$ cat config.mk
export PLATFORM = sky130hd
export DESIGN_NAME = store_buffer
export DESIGN_NICKNAME = d
export VERILOG_FILES = /design/src/rtl/store_buffer_pkg.sv /design/src/rtl/stb_fwd_merge.sv /design/src/rtl/store_buffer.sv
export SDC_FILE = /design/constraint.sdc
export NUM_CORES = 1
export LEC_CHECK = 0
export CORE_MARGIN = 2
export CORE_UTILIZATION = 45
export DETAILED_ROUTE_END_ITERATION = 8
export PLACE_DENSITY = 0.71
export SYNTH_ARGS = -nofsm -noshare
export SYNTH_HDL_FRONTEND = slang
export SYNTH_SLANG_ARGS = --single-unit
$ cat constraint.sdc
create_clock -name clk -period 1.91 [get_ports clk]
set_input_delay 0.191 -clock clk [delete_from_list [all_inputs] [get_ports clk]]
set_output_delay 0.191 -clock clk [all_outputs]
set_load 0.05 [all_outputs]
$ cat src/rtl/store_buffer_pkg.sv
// Shared types and constants for the posted-store buffer.
// Entry layout is {word address, byte enables, lane-positioned data}.
package store_buffer_pkg;

    localparam int STB_DEPTH = 4;
    localparam int STB_LANES = 4;
    localparam int STB_AW    = 32;
    localparam int STB_WA_W  = STB_AW - 2;
    localparam int STB_DW    = 8 * STB_LANES;

    typedef struct packed {
        logic [STB_WA_W-1:0]  waddr;
        logic [STB_LANES-1:0] byteen;
        logic [STB_DW-1:0]    wdata;
    } stb_entry_t;

    // Expands lane enables into a bit mask over the data word.
    function automatic logic [STB_DW-1:0] byteen_to_mask(input logic [STB_LANES-1:0] be);
        logic [STB_DW-1:0] mask;
        mask = '0;
        for (int l = 0; l < STB_LANES; l++) begin
            mask[8*l +: 8] = {8{be[l]}};
        end
        return mask;
    endfunction

endpackage

$ cat src/rtl/stb_fwd_merge.sv
// Age-ordered, per-lane priority merge of buffered stores onto a load word.
// Entries are walked oldest to youngest so the youngest matching byte wins.
module stb_fwd_merge
    import store_buffer_pkg::*;
#(
    parameter int DEPTH = STB_DEPTH
) (
    input  stb_entry_t                 entries_i [DEPTH],
    input  logic [DEPTH-1:0]           valid_i,
    input  logic [$clog2(DEPTH)-1:0]   rd_ptr_i,
    input  logic [STB_WA_W-1:0]        ld_waddr_i,
    output logic [STB_LANES-1:0]       fwd_byteen_o,
    output logic [STB_DW-1:0]          fwd_data_o
);

    localparam int PTR_W = $clog2(DEPTH);

    logic [PTR_W-1:0]  idx;
    logic [STB_DW-1:0] mask;

    // NOTE: every variable assigned here gets a default first, so no latch is inferred.
    always_comb begin
        fwd_byteen_o = '0;
        fwd_data_o   = '0;
        idx          = '0;
        mask         = '0;
        for (int k = 0; k < DEPTH; k++) begin
            idx = rd_ptr_i + PTR_W'(k);
            if (valid_i[idx] && (entries_i[idx].waddr == ld_waddr_i)) begin
                mask         = byteen_to_mask(entries_i[idx].byteen);
                fwd_data_o   = (fwd_data_o & ~mask) | (entries_i[idx].wdata & mask);
                fwd_byteen_o = fwd_byteen_o | entries_i[idx].byteen;
            end
        end
    end

endmodule

$ cat src/rtl/store_buffer.sv
// Posted-store FIFO between the store formatter and the data-memory port,
// with a zero-cycle load lookup. Define STB_FWD_EN to enable byte forwarding.
module store_buffer
    import store_buffer_pkg::*;
#(
    parameter int DEPTH = STB_DEPTH,
    parameter int AW    = STB_AW
) (
    input  logic                 clk,
    input  logic                 reset,
    input  logic                 in_valid,
    input  logic [AW-1:0]        in_addr,
    input  logic [STB_LANES-1:0] in_byteen,
    input  logic [STB_DW-1:0]    in_wdata,
    output logic                 in_ready,
    output logic                 mem_valid,
    output logic [AW-1:0]        mem_addr,
    output logic [STB_LANES-1:0] mem_byteen,
    output logic [STB_DW-1:0]    mem_wdata,
    input  logic                 mem_ready,
    input  logic [AW-1:0]        ld_addr,
    output logic                 ld_conflict,
    output logic [STB_LANES-1:0] ld_fwd_byteen,
    output logic [STB_DW-1:0]    ld_fwd_data,
    output logic                 empty,
    output logic                 full
);

    localparam int PTR_W = $clog2(DEPTH);
    localparam int CNT_W = PTR_W + 1;

    stb_entry_t          entries_q [DEPTH];
    logic [DEPTH-1:0]    valid_q, valid_d;
    logic [PTR_W-1:0]    wr_ptr_q, wr_ptr_d;
    logic [PTR_W-1:0]    rd_ptr_q, rd_ptr_d;
    logic [CNT_W-1:0]    count_q, count_d;

    logic                push, pop;
    stb_entry_t          in_entry, head;
    logic [STB_WA_W-1:0] ld_waddr;
    logic                unused_addr_lsbs;

    // Addresses are word-granular; the byte offset is carried by the enables.
    assign unused_addr_lsbs = ^{in_addr[1:0], ld_addr[1:0]};

    assign in_entry = '{waddr:  STB_WA_W'(in_addr[AW-1:2]),
                        byteen: in_byteen,
                        wdata:  in_wdata};
    assign ld_waddr = STB_WA_W'(ld_addr[AW-1:2]);
    assign head     = entries_q[rd_ptr_q];

    assign full       = (count_q == CNT_W'(DEPTH));
    assign empty      = (count_q == '0);
    assign in_ready   = !full;
    assign mem_valid  = !empty;
    assign mem_addr   = {head.waddr[AW-3:0], 2'b00};
    assign mem_byteen = head.byteen;
    assign mem_wdata  = head.wdata;

    // An all-zero byteen store is consumed without occupying an entry.
    assign push = in_valid && in_ready && (in_byteen != '0);
    assign pop  = mem_valid && mem_ready;

    always_comb begin
        valid_d  = valid_q;
        wr_ptr_d = wr_ptr_q;
        rd_ptr_d = rd_ptr_q;
        count_d  = count_q;
        if (push) begin
            valid_d[wr_ptr_q] = 1'b1;
            wr_ptr_d          = wr_ptr_q + PTR_W'(1);
        end
        if (pop) begin
            valid_d[rd_ptr_q] = 1'b0;
            rd_ptr_d          = rd_ptr_q + PTR_W'(1);
        end
        case ({push, pop})
            2'b10:   count_d = count_q + CNT_W'(1);
            2'b01:   count_d = count_q - CNT_W'(1);
            default: count_d = count_q;
        endcase
    end

    always_ff @(posedge clk or negedge reset) begin
        if (!reset) begin
            valid_q  <= '0;
            wr_ptr_q <= '0;
            rd_ptr_q <= '0;
            count_q  <= '0;
            // NOTE: the small entry array is reset so mem_* read zero after reset without output gating.
            for (int i = 0; i < DEPTH; i++) begin
                entries_q[i] <= '0;
            end
        end else begin
            valid_q  <= valid_d;
            wr_ptr_q <= wr_ptr_d;
            rd_ptr_q <= rd_ptr_d;
            count_q  <= count_d;
            if (push) begin
                entries_q[wr_ptr_q] <= in_entry;
            end
        end
    end

    // The head entry still counts while it is being retired this cycle.
    always_comb begin
        ld_conflict = 1'b0;
        for (int i = 0; i < DEPTH; i++) begin
            if (valid_q[i] && (entries_q[i].waddr == ld_waddr)) begin
                ld_conflict = 1'b1;
            end
        end
    end

`ifdef STB_FWD_EN
    stb_fwd_merge #(
        .DEPTH (DEPTH)
    ) u_fwd_merge (
        .entries_i    (entries_q),
        .valid_i      (valid_q),
        .rd_ptr_i     (rd_ptr_q),
        .ld_waddr_i   (ld_waddr),
        .fwd_byteen_o (ld_fwd_byteen),
        .fwd_data_o   (ld_fwd_data)
    );
`else
    assign ld_fwd_byteen = '0;
    assign ld_fwd_data   = '0;
`endif

endmodule

==> flow_metrics.tcl, run 1 <==
set metrics [dict create \
    outcome "finished, violations left" \
    violations "negative setup slack" \
    antenna_cells 0 \
    clkLatencyLatePin_ns 0.56 \
    skew_ns 0.00995 \
    grt_use_total 0.213 \
    pwr_density_cell_mw_per_mm2 2230 \
    ys_warn_count 0 \
    clk_path_buf_depth 3 \
    first_iter_violations 387 \
    cp_data_arrival_time_ns 2.17 \
    fmax_mhz 423 \
    multi_input_area_mm2 0.00682 \
    synth_edf_count 0 \
    drtPass1Iterations 4 \
    stdcell_count 1577 \
    register_area_mm2 0.00689 \
    cap_violations 0 \
    rsz0062_at_grt "yes" \
    worst_pin_slew_ns 0.609 \
    netlist_area_mm2 0.0143 \
    wirelength_mm 34.7 \
    path_common_cell "nand4_1" \
    worst_slack_ns -0.452 \
    finalCritPeriodShare 1.24 \
    tritoncts "built" \
    async_flop_share 1.00 \
    syn_avg_cell_area_um2 15.6 \
    hold_viol 0 \
    crit_path_max_incr_delay_ns 0.41 \
    end_kind "output port" \
    relSlewSlack 0.594 \
    fillers 2383 \
    fp.dieH_um 182 \
    fp-row-count 65 \
    synth_ff_type "dfrtp_1" \
    num_vias 8392 \
    ant_nets 0 \
    cp_cell_sequence "xnor2_1 > nand4_1 > nor4_2 > nand4_1 > nand4_1 > buf_12" \
    grt_first_pass_wirelength_mm 54.1 \
    drive_gt1_frac 0.490 \
    worstSetupStartpointType "register" \
    dp_slack_ns -0.419 \
    path_delay_family "simple AND/OR/NAND/NOR gates" \
    gr-total-overflow 0 \
    wire_per_inst_um 22.0 \
    cts_sinks 275 \
    synth_cells 912 \
    h-tree-depth 1 \
    io_buffers 170 \
    initial_utilization 0.454 \
    critPathSlowestCell "dfrtp_1" \
    min_period_ns 2.36 \
    grt_pass1_vias 8946 \
    die_width_um 182 \
    viasPerCell 5.32 \
    critPathMaxFanout 3 \
    clk_pin_slew_ns 0.06 \
    drc 0 \
    cp.buffers_inverters 1 \
    area_delta_synth_final_pct 30.3 \
    antenna_found_initial 2 \
    setup_viol 67 \
    cts_buffers 31 \
    worstSetupPathType "register to output port" \
    critPathRequiredTime_ns 1.72 \
    grt_max_degree 71 \
    hpwlAfterDp_mm 23.8 \
    ir_worst_vdd_v 0.00167 \
    num_io_pins 213 \
    synth_cell_types 28 \
    p_leak_nw 8.31 \
    nets 1266 \
    ys_ff_latch 275 \
    hp-class "input pin to asynchronous set/reset pin" \
    yosysSeqAreaShare 0.483 \
    slew_viol_final 0 \
    place.gp.congestion 0.918 \
    die-area_mm2 0.0331 \
    core_mm2 0.0314 \
    place_inst 1500 \
    cts_root_buf "clkbuf_16" \
]
==> cells by family (layout without fill, tap and decap cells) <==
kind of cell	count (synthesis)	in the layout	share of synthesized area
mux	331	331	0.344
flops	275	275	0.483
xor+xnor	125	125	0.0768
buf+inv	110	336	0.0585
simple gates	52	52	0.0233
fa+ha+maj	10	10	0.00930
compound gates	8	8	0.00509
other cells	1	38	0.000263
==> placed cells by master (no fill, tap or decap), drive strengths merged <==
cell type,netlist,final
dfrtp,275,275
mux2,264,264
buf,76,166
clkdlybuf4s50,0,98
xnor2,79,79
mux4,66,66
xor2,46,46
clkbuf,20,44
conb,1,38
nand4,25,25
nor4,16,16
inv,14,15
ha,9,9
clkinv,0,7
nand2,7,7
bufinv,0,5
a22oi,4,4
o21ai,2,2
nor2,2,2
or3,1,1
and2,1,1
o41ai,1,1
a21oi,1,1
mux2i,1,1
fa,1,1
dlygate4sd3,0,1
==> Yosys cell counts, types with 2 or more instances <==
library cell  number  area share
nand4_1           25       0.011
xor2_1            46       0.028
dfrtp_1          275        0.48
o21ai_0            2     0.00070
buf_6              4      0.0032
mux4_2            66        0.10
buf_2              7      0.0025
buf_1              3     0.00079
a22oi_1            4      0.0021
ha_1               9      0.0079
nor4_1            16      0.0070
nor2_1             2     0.00053
nand2_4            4      0.0032
mux2_2           148        0.12
nand2_1            3     0.00079
inv_1             14      0.0037
xnor2_1           79       0.049
buf_4             50       0.026
clkbuf_1          20      0.0053
buf_12            12       0.017
mux2_4           116        0.12
==> sequential cells by signal, indices dropped and copies added (netlist names) <==
signal,count
count_q,3
entries_q,264
rd_ptr_q,2
valid_q,4
wr_ptr_q,2
==> timing repair <==
action	CTS	global route
hold buffers	1	0
pin swaps	11	8
buffers inserted	15	2
resized for setup	76	13
setup endpoints to repair	67	68
gates cloned	9	1
endpoints found under the hold margin	58	0
==> routing by layer <==
metal,vias to the layer above,part of all wire,global-route usage
met1,4391,0.43,0.295
met4,2,0.027,0.0616
met2,235,0.47,0.336
met5,-,0.00037,0
li1,3702,-,-
met3,62,0.070,0.0523
==> layout make-up <==
cell class	instances	area share
tap	402	0.0271
multi-input combinational	564	0.367
sequential	275	0.371
clock inverter	13	0.0106
inverter	14	0.00283
clock buffer	43	0.0469
timing repair buffer	266	0.175
==> metrics by stage <==
stage          hold slack (ns)  area (um2)   util  total power, mW  setup TNS [ns]
6_report                 0.187       18600  0.592             41.4          -20.36
3_3_place_gp             0.209       16900  0.538             33.0          -77.71
2_1_floorplan           -0.105       14400      -             25.8          -0.171
3_5_place_dp             0.207       16900  0.538             33.3          -76.76
5_1_grt                  0.224       18600  0.592             43.1          -24.39
4_1_cts                  0.202       18600  0.594             41.8          -24.65
==> worst paths after layout <==
kind / from / slack, ns / cells after the start / endpoint
setup / recovery: entries_q[114] / -0.45 / 6 / ld_conflict
hold / removal: reset / 0.19 / 2 / entries_q[253]
setup reg to reg: count_q[1] / 0.08 / 8 / count_q[2]
hold reg to reg: entries_q[13] / 0.50 / 1 / entries_q[13]
max in group asynchronous: reset / 1.01 / 3 / entries_q[188]
min in group clk: in_wdata[27] / 0.32 / 2 / entries_q[27]
==> power breakdown <==
group / internal, mW / switching [mW] / total, mW
Combinational: 12.5 / 11.5 / 24.0
Sequential: 8.87 / 2.24 / 11.1
Clock: 3.84 / 2.38 / 6.22
No activity file was read; power rests on OpenSTA's default activity.
==> run 2, diff against run 1 <==
SYNTH_HIERARCHICAL = 1   (was unset)
==> results of run 2 <==
Same layout as run 1: the final DEF is identical, and so are final timing and power.
Main changes from that run: Yosys warning count 0 -> 6
